==> config.mk <==
export PLATFORM = sky130hd
export DESIGN_NAME = ca_rule_stepper
export DESIGN_NICKNAME = d
export VERILOG_FILES = /design/src/rtl/ca_rule_stepper.sv
export SDC_FILE = /design/constraint.sdc
export NUM_CORES = 1
export LEC_CHECK = 0
export CAP_MARGIN = 30
export CORE_ASPECT_RATIO = 0.8
export CORE_UTILIZATION = 54
export DETAILED_ROUTE_END_ITERATION = 7
export GPL_TIMING_DRIVEN = 0
export PLACE_DENSITY_LB_ADDON = 0.05
export SLEW_MARGIN = 10
export SYNTH_ARGS = -nofsm -noshare
export SYNTH_HDL_FRONTEND = slang
export SYNTH_SLANG_ARGS = --single-unit
==> constraint.sdc <==
create_clock -name clk -period 2.8 [get_ports clk]
set_clock_uncertainty 0.15 [all_clocks]
set_input_delay 0.28 -clock clk [delete_from_list [all_inputs] [get_ports clk]]
set_output_delay 0.28 -clock clk [all_outputs]
set_load 0.01 [all_outputs]
==> src/rtl/ca_rule_stepper.sv <==
// Elementary cellular-automaton sequencer: one shared 3-input rule lookup is
// walked across the row one cell per cycle, and each new generation is double-buffered.
module ca_rule_stepper #(
  parameter int WIDTH = 16,
  parameter int GEN_W = 8,
  parameter bit WRAP  = 1'b1
) (
  input  logic             clk,
  input  logic             reset,
  input  logic             start,
  input  logic             hold,
  input  logic [7:0]       rule,
  input  logic [WIDTH-1:0] seed,
  input  logic [GEN_W-1:0] gens,
  output logic [WIDTH-1:0] row,
  output logic [GEN_W-1:0] gen_count,
  output logic             busy,
  output logic             done
);

  localparam int IDX_W = $clog2(WIDTH + 2);

  localparam logic [1:0] S_IDLE   = 2'd0;
  localparam logic [1:0] S_EVAL   = 2'd1;
  localparam logic [1:0] S_COMMIT = 2'd2;
  localparam logic [1:0] S_DONE   = 2'd3;

  logic [1:0]       state_q, state_d;
  logic [IDX_W-1:0] idx_q, idx_d;
  logic [7:0]       rule_q, rule_d;
  logic [GEN_W-1:0] gens_q, gens_d;
  logic [GEN_W-1:0] gen_q, gen_d;
  logic [WIDTH-1:0] row_q, row_d;
  logic [WIDTH-1:0] buf_q, buf_d;
  logic             done_q, done_d;

  logic [WIDTH+1:0] ext;
  logic [WIDTH+1:0] ext_sh;
  logic [2:0]       nbhd;
  logic             new_bit;
  logic [GEN_W-1:0] gen_inc;

  // Row padded with its boundary neighbours so cell i's {left,center,right} is ext[i+2:i].
  always_comb begin
    ext     = {(WRAP ? row_q[0] : 1'b0), row_q, (WRAP ? row_q[WIDTH-1] : 1'b0)};
    ext_sh  = ext >> idx_q;
    nbhd    = ext_sh[2:0];
    new_bit = rule_q[nbhd];
    gen_inc = gen_q + GEN_W'(1);
  end

  always_comb begin
    state_d = state_q;
    idx_d   = idx_q;
    rule_d  = rule_q;
    gens_d  = gens_q;
    gen_d   = gen_q;
    row_d   = row_q;
    buf_d   = buf_q;
    done_d  = 1'b0;
    case (state_q)
      S_IDLE: begin
        if (start) begin
          rule_d  = rule;
          gens_d  = gens;
          row_d   = seed;
          gen_d   = '0;
          idx_d   = '0;
          state_d = (gens == '0) ? S_DONE : S_EVAL;
        end
      end
      S_EVAL: begin
        if (!hold) begin
          buf_d = (buf_q & ~(WIDTH'(1) << idx_q)) | (WIDTH'(new_bit) << idx_q);
          if (idx_q == IDX_W'(WIDTH - 1)) state_d = S_COMMIT;
          else                            idx_d   = idx_q + IDX_W'(1);
        end
      end
      S_COMMIT: begin
        if (!hold) begin
          row_d = buf_q;
          gen_d = gen_inc;
          if (gen_inc == gens_q) begin
            state_d = S_DONE;
          end else begin
            idx_d   = '0;
            state_d = S_EVAL;
          end
        end
      end
      S_DONE: begin
        // done is registered, so the pulse appears the cycle after DONE while already back in IDLE.
        done_d  = 1'b1;
        state_d = S_IDLE;
      end
      default: state_d = S_IDLE;
    endcase
  end

  always_ff @(posedge clk) begin
    if (reset) begin
      state_q <= S_IDLE;
      idx_q   <= '0;
      rule_q  <= '0;
      gens_q  <= '0;
      gen_q   <= '0;
      row_q   <= '0;
      buf_q   <= '0;
      done_q  <= 1'b0;
    end else begin
      state_q <= state_d;
      idx_q   <= idx_d;
      rule_q  <= rule_d;
      gens_q  <= gens_d;
      gen_q   <= gen_d;
      row_q   <= row_d;
      buf_q   <= buf_d;
      done_q  <= done_d;
    end
  end

  assign row       = row_q;
  assign gen_count = gen_q;
  assign busy      = (state_q == S_EVAL) || (state_q == S_COMMIT);
  assign done      = done_q;

endmodule

After elaboration in Yosys (flattened, before gate mapping) --
Index checks and enable logic that the tools add are counted.
Operators by class: mux-type cells 22, $add $sub $neg 2, bitwise operators 4, magnitude comparators 1, reduce and logical (&&, ||, !) cells 10, equal/unequal tests 11, shift operators 3
Operators with widths (number):
- $mux W16 | 2
- $pmux W16 S2 | 1
- $mux W5 | 5
- $shr A18 B5 Y3 | 1
- $and A16 B16 Y16 | 1
- $mux W8 | 2
- $not A16 Y16 | 1
- $or A16 B16 Y16 | 1
- $pmux W8 S2 | 1
- $shl A1 B5 Y16 | 1
- $shl A1 B5 Y16 const A | 1
- $pmux W5 S3 | 1
- $mux W2 | 6
- $ne A2 B2 Y1 const B | 6
- $add A8 B1 Y8 const B | 1
- $eq A8 B8 Y1 | 1
- $logic_not A8 Y1 | 1
- $pmux W2 S4 | 1
- $reduce_and A6 Y1 | 1
- $add A5 B1 Y5 const B | 1
- $eq A5 B4 Y1 const B | 1
- $eq A2 B2 Y1 const B | 2
- $lt A3 B4 Y1 const B | 1
- $reduce_and A2 Y1 | 2
- other kinds (10) | 11
Word-level totals: output and inout bits 26, input port bits 36, flip-flop bits (word level) 64, logic and storage cells 61

Longest topological paths before layout --
depth in word-level cells 5, gate-level depth with buffers 10, depth with buffers taken out 8

Least setup slack after synthesis --
OpenSTA, ideal clock, no wires.
path type register to register, start register idx_q[0], end register buf_q[15], cell stages (with the launch flop) 10, required time 2518 ps, arrival time 2274 ps, clock period less this slack 2555 ps, library setup time 132 ps, buffers on the path 2, path slack 245 ps, cells stage by stage dfxtp_1 > buf_4 > mux4_2 > mux4_2 > and2_1 > a21oi_1 > o2bb2a_4 > nand3_4 > buf_12 > o22ai_2
On the way: longest elaborated chain between the ends 5, elaborated cells between the ends (all ways) 8, those cells by class shift (3); mux (2); bitwise (3)
Ends and longest elaborated chain:
- start: declaration | RTL line 29 | logic [IDX_W-1:0] idx_q, idx_d;
- start signal: assignment | RTL line 112 | idx_q <= idx_d;
- $shr A18 B5 Y3 | RTL line 46 | ext_sh = ext >> idx_q;
- $bmux W1 S3 | RTL line 48 | new_bit = rule_q[nbhd];
- $mux W1 (implied by the code) | RTL line 48
- $shl A1 B5 Y16 | RTL line 74 | buf_d = (buf_q & ~(WIDTH'(1) << idx_q)) | (WIDTH'(new_bit) << idx_q);
- $or A16 B16 Y16 * | RTL line 74
- end signal: assignment | RTL line 117 | buf_q <= buf_d;
- end: declaration | RTL line 34 | logic [WIDTH-1:0] buf_q, buf_d;
Mark *: on every way between the ends. The rest lies on a longest branch, timed or not. The select of a mux whose other input is x is not followed. A chain may end at the register's enable or synchronous reset.

Worst setup path in the final report --
start register idx_q[1], end register buf_q[7]
Same word-level chain as after synthesis.

==> key figures <==
Routing
  • Pre-antenna DRT Iters: 5
  • DRT iter0 DRCs: around 150
  • DR WL/cell: roughly 17 µm
  • Routed WL: around 9.8 mm
  • Via Count: ~3500
  • Detail Route Antenna Nets: 0
  • Remaining routing DRC violations: 0
  • Vias per Instance: roughly 6

Pwr
  • Net Sw Frac: 0.396
  • Leak: approximately 0.0017 µW
  • Clock group share of total power: 0.206
  • Power density over cell area: 905 nW/µm²
  • Peak supply drop: roughly 0.00051 V
  • Sw Pwr: approximately 1700 µW
  • Flop pwr share: 0.311
  • Combinational share of power: 0.483
  • Internal power: roughly 2600 µW

Timing
  • Sum of negative setup slack: 0 ns
  • Fin. Hold Viols: 0
  • Fin. max-slew vios: 0
  • Setup violators final: 0
  • Relative slew slack: 0.560
  • Unrepaired setup endpoints after global routing: no
  • Fmax: 364 MHz
  • Period utilisation layout: 0.981
  • Actual slew at the worst max-slew pin: roughly 0.66 ns
  • Min cycle time layout: between 2 and 3 ns
  • Final Worst Setup Slack: about 0.053 ns

Die
  • Core area: about 6500 µm²
  • Die Area: approximately 7200 µm²
  • Initial Util: 0.570
  • Die height: 76.1 µm
  • Ports: 62
  • Number of rows in the core area: 26
  • Die Wd: roughly 95 µm

Critical path
  • CP Capture Type: flop
  • Crit Path Max Fanout: 10
  • Critical path arrival: ~2.8 ns
  • Worst EP required: between 2 and 3 ns
  • Crit path kind: reg -> reg
  • CP startpoint kind: flop

Synth
  • Dominant synthesized flop cell: dfxtp_1
  • Most common cell in the netlist: nand2_1
  • Area leader, netlist: dfxtp_1
  • EDFF count, synth: 0
  • Syn nets: just under 500
  • Netlist cell types: 53
  • Avg Cell Area, Syn: 8.56 µm²
  • Seq/Total Area, Yosys: 0.346
  • Warnings from Yosys: 0
  • Synth Instances: around 430
  • Top cells by count, synth: nand2_1, dfxtp_1, nor2_1, nand3_1, a21oi_1
  • Register bit total from synthesis: 64
  • Synth top area cells: dfxtp_1, nand2_1, mux2i_1
  • Post-Syn Area: 3710 µm²
  • Post-synth ARST share: 0
  • Synth top area share: 0.346

Global routing
  • Largest net degree at the start of global routing: 11
  • Vias in the first global route: roughly 3200
  • Global-route wire length before repair: 16.0 mm
  • Routing usage on met2: 0.415
  • Busiest grt layer: met1
  • GR Util met3: 0.0649
  • Total Routing Usage GR: 0.289
  • Initial antenna violation count: 0
  • Gr ovfl total: 0
  • M1 GR Usage: 0.432

Final layout
  • Synth-to-layout area growth: 26.4%
  • Share of layout cells above drive strength 1: 0.115
  • NumNets Final: about 560
  • Filler Cell Count: roughly 540
  • Ant. Diodes: 0

Clocking
  • CTS Hold Bufs: 0
  • CTS root buf: clkbuf_8
  • CTS sink cnt: between 60 and 70
  • TritonCTS buffer count: 9
  • Setup Buffers After CTS: 0
  • Clk pin slew, worst setup/hold paths: approximately 0.070 ns
  • Worst-case clock buffer depth: 2
  • TritonCTS clock tree: done
  • Worst-Skew Late Latency: 0.34 ns
  • CTS HTree Levels: 3

Min path
  • Hold/Removal Path Class: reg -> reg

Placement
  • Detailed placement HPWL: 7.42 mm
  • # port buffers: 61
  • Gpl congestion: ~0.88
  • Setup Slack @ Placement: -0.00941 ns

Run
  • # Max-Cap Violations: 0

Status
  • Outcome: finished clean
[critical path, stage by stage, from the launching register on]
cell and delay [ns]:
dfxtp_2 0.37, buf_6 0.15, buf_4 0.20, mux2i_1 0.10
a311oi_1 0.28, nand4_1 0.28, and3_1 0.27, a2111o_1 0.42
nand3_4 0.16, buf_12 0.16, o22ai_2 0.06
[area by class of cell]
type	instances	area, µm²	area share
multi-input cells	334	2290	0.488
repair buffers	62	616	0.131
clock buffers	13	149	0.0318
well taps	84	105	0.0224
flip-flops and latches	64	1280	0.274
inverters	9	33.8	0.00721
plain buffers	26	146	0.0312
clock inverters	3	65.1	0.0139
[flip-flops by register name, indices dropped and copies added, names as in the netlist]
register   count
state_q        2
rule_q         8
idx_q          5
gen_count      8
buf_q         16
done           1
row           16
gens_q         8
[power groups by stage]
stage	sequential, µW	combinational [µW]	clock [µW]
2_1_floorplan	1300	1340	0
3_3_place_gp	1310	1950	0
3_5_place_dp	1320	2010	0
4_1_cts	1310	2030	877
5_1_grt	1340	2240	927
6_report	1320	2050	872
[per-layer routing]
layer / routed length (µm) / up-vias
li1: - / 1693
met1: 4670 / 1639
met2: 4320 / 145
met3: 689 / 25
met4: 135 / 0
met5: 0 / -
[per-stage QoR]
stage / area, µm² / cells / hold WS [ns] / power, µW / utilization
floorplan: 3710 / 433 / 0.266 / 2640 / -
global placement: 4420 / 578 / 0.297 / 3260 / 0.680
detailed placement: 4420 / 578 / 0.313 / 3330 / 0.680
CTS: 4650 / 595 / 0.324 / 4210 / 0.714
global route: 4690 / 595 / 0.341 / 4510 / 0.720
finish: 4690 / 595 / 0.322 / 4240 / 0.720
[layout by cell type (no fill, tap or decap), types with 6 or more instances in the layout]
cell type        Yosys  layout
dfxtp_1             64      62
clkdlybuf4s50_1      0      61
o21ai_0             13      13
inv_1                9       9
a21oi_1             25      24
xnor2_1              7       7
nor3_1               7       6
o21ai_2              8       8
a211oi_1            17      17
mux2i_1             23      23
nor2_1              41      41
clkbuf_8             0      10
nand3_1             29      29
clkbuf_1            15      17
nand2_1             78      78
ha_1                13      13
mux4_2              10      10
[logic make-up after synthesis]
family,count (synthesis),synth area share
buffers and inverters,35,0.0449
xor gates and xnor gates,13,0.0381
muxes,37,0.136
AOI/OAI and AO/OA,81,0.155
DFF,64,0.346
adders and majority gates,13,0.0439
and+or+nand+nor,190,0.236
[worst paths after layout]
kind	cells after the start	endpoint	slack (ns)	startpoint
worst max-delay path	10	buf_q[7]$_SDFFE_PP0P_	0.05	idx_q[1]$_SDFFE_PP0P_
worst min-delay path	2	buf_q[10]$_SDFFE_PP0P_	0.32	buf_q[10]$_SDFFE_PP0P_
worst max register to register	10	buf_q[7]$_SDFFE_PP0P_	0.05	idx_q[1]$_SDFFE_PP0P_
worst min register to register	2	buf_q[10]$_SDFFE_PP0P_	0.32	buf_q[10]$_SDFFE_PP0P_
[repair_timing]
action / in CTS / in global routing
setup endpoints to repair: 9 / 18
pin swaps: 0 / 2
gates cloned: 1 / 0
gates resized for setup: 2 / 13
Power figures use the tool's default switching activity.
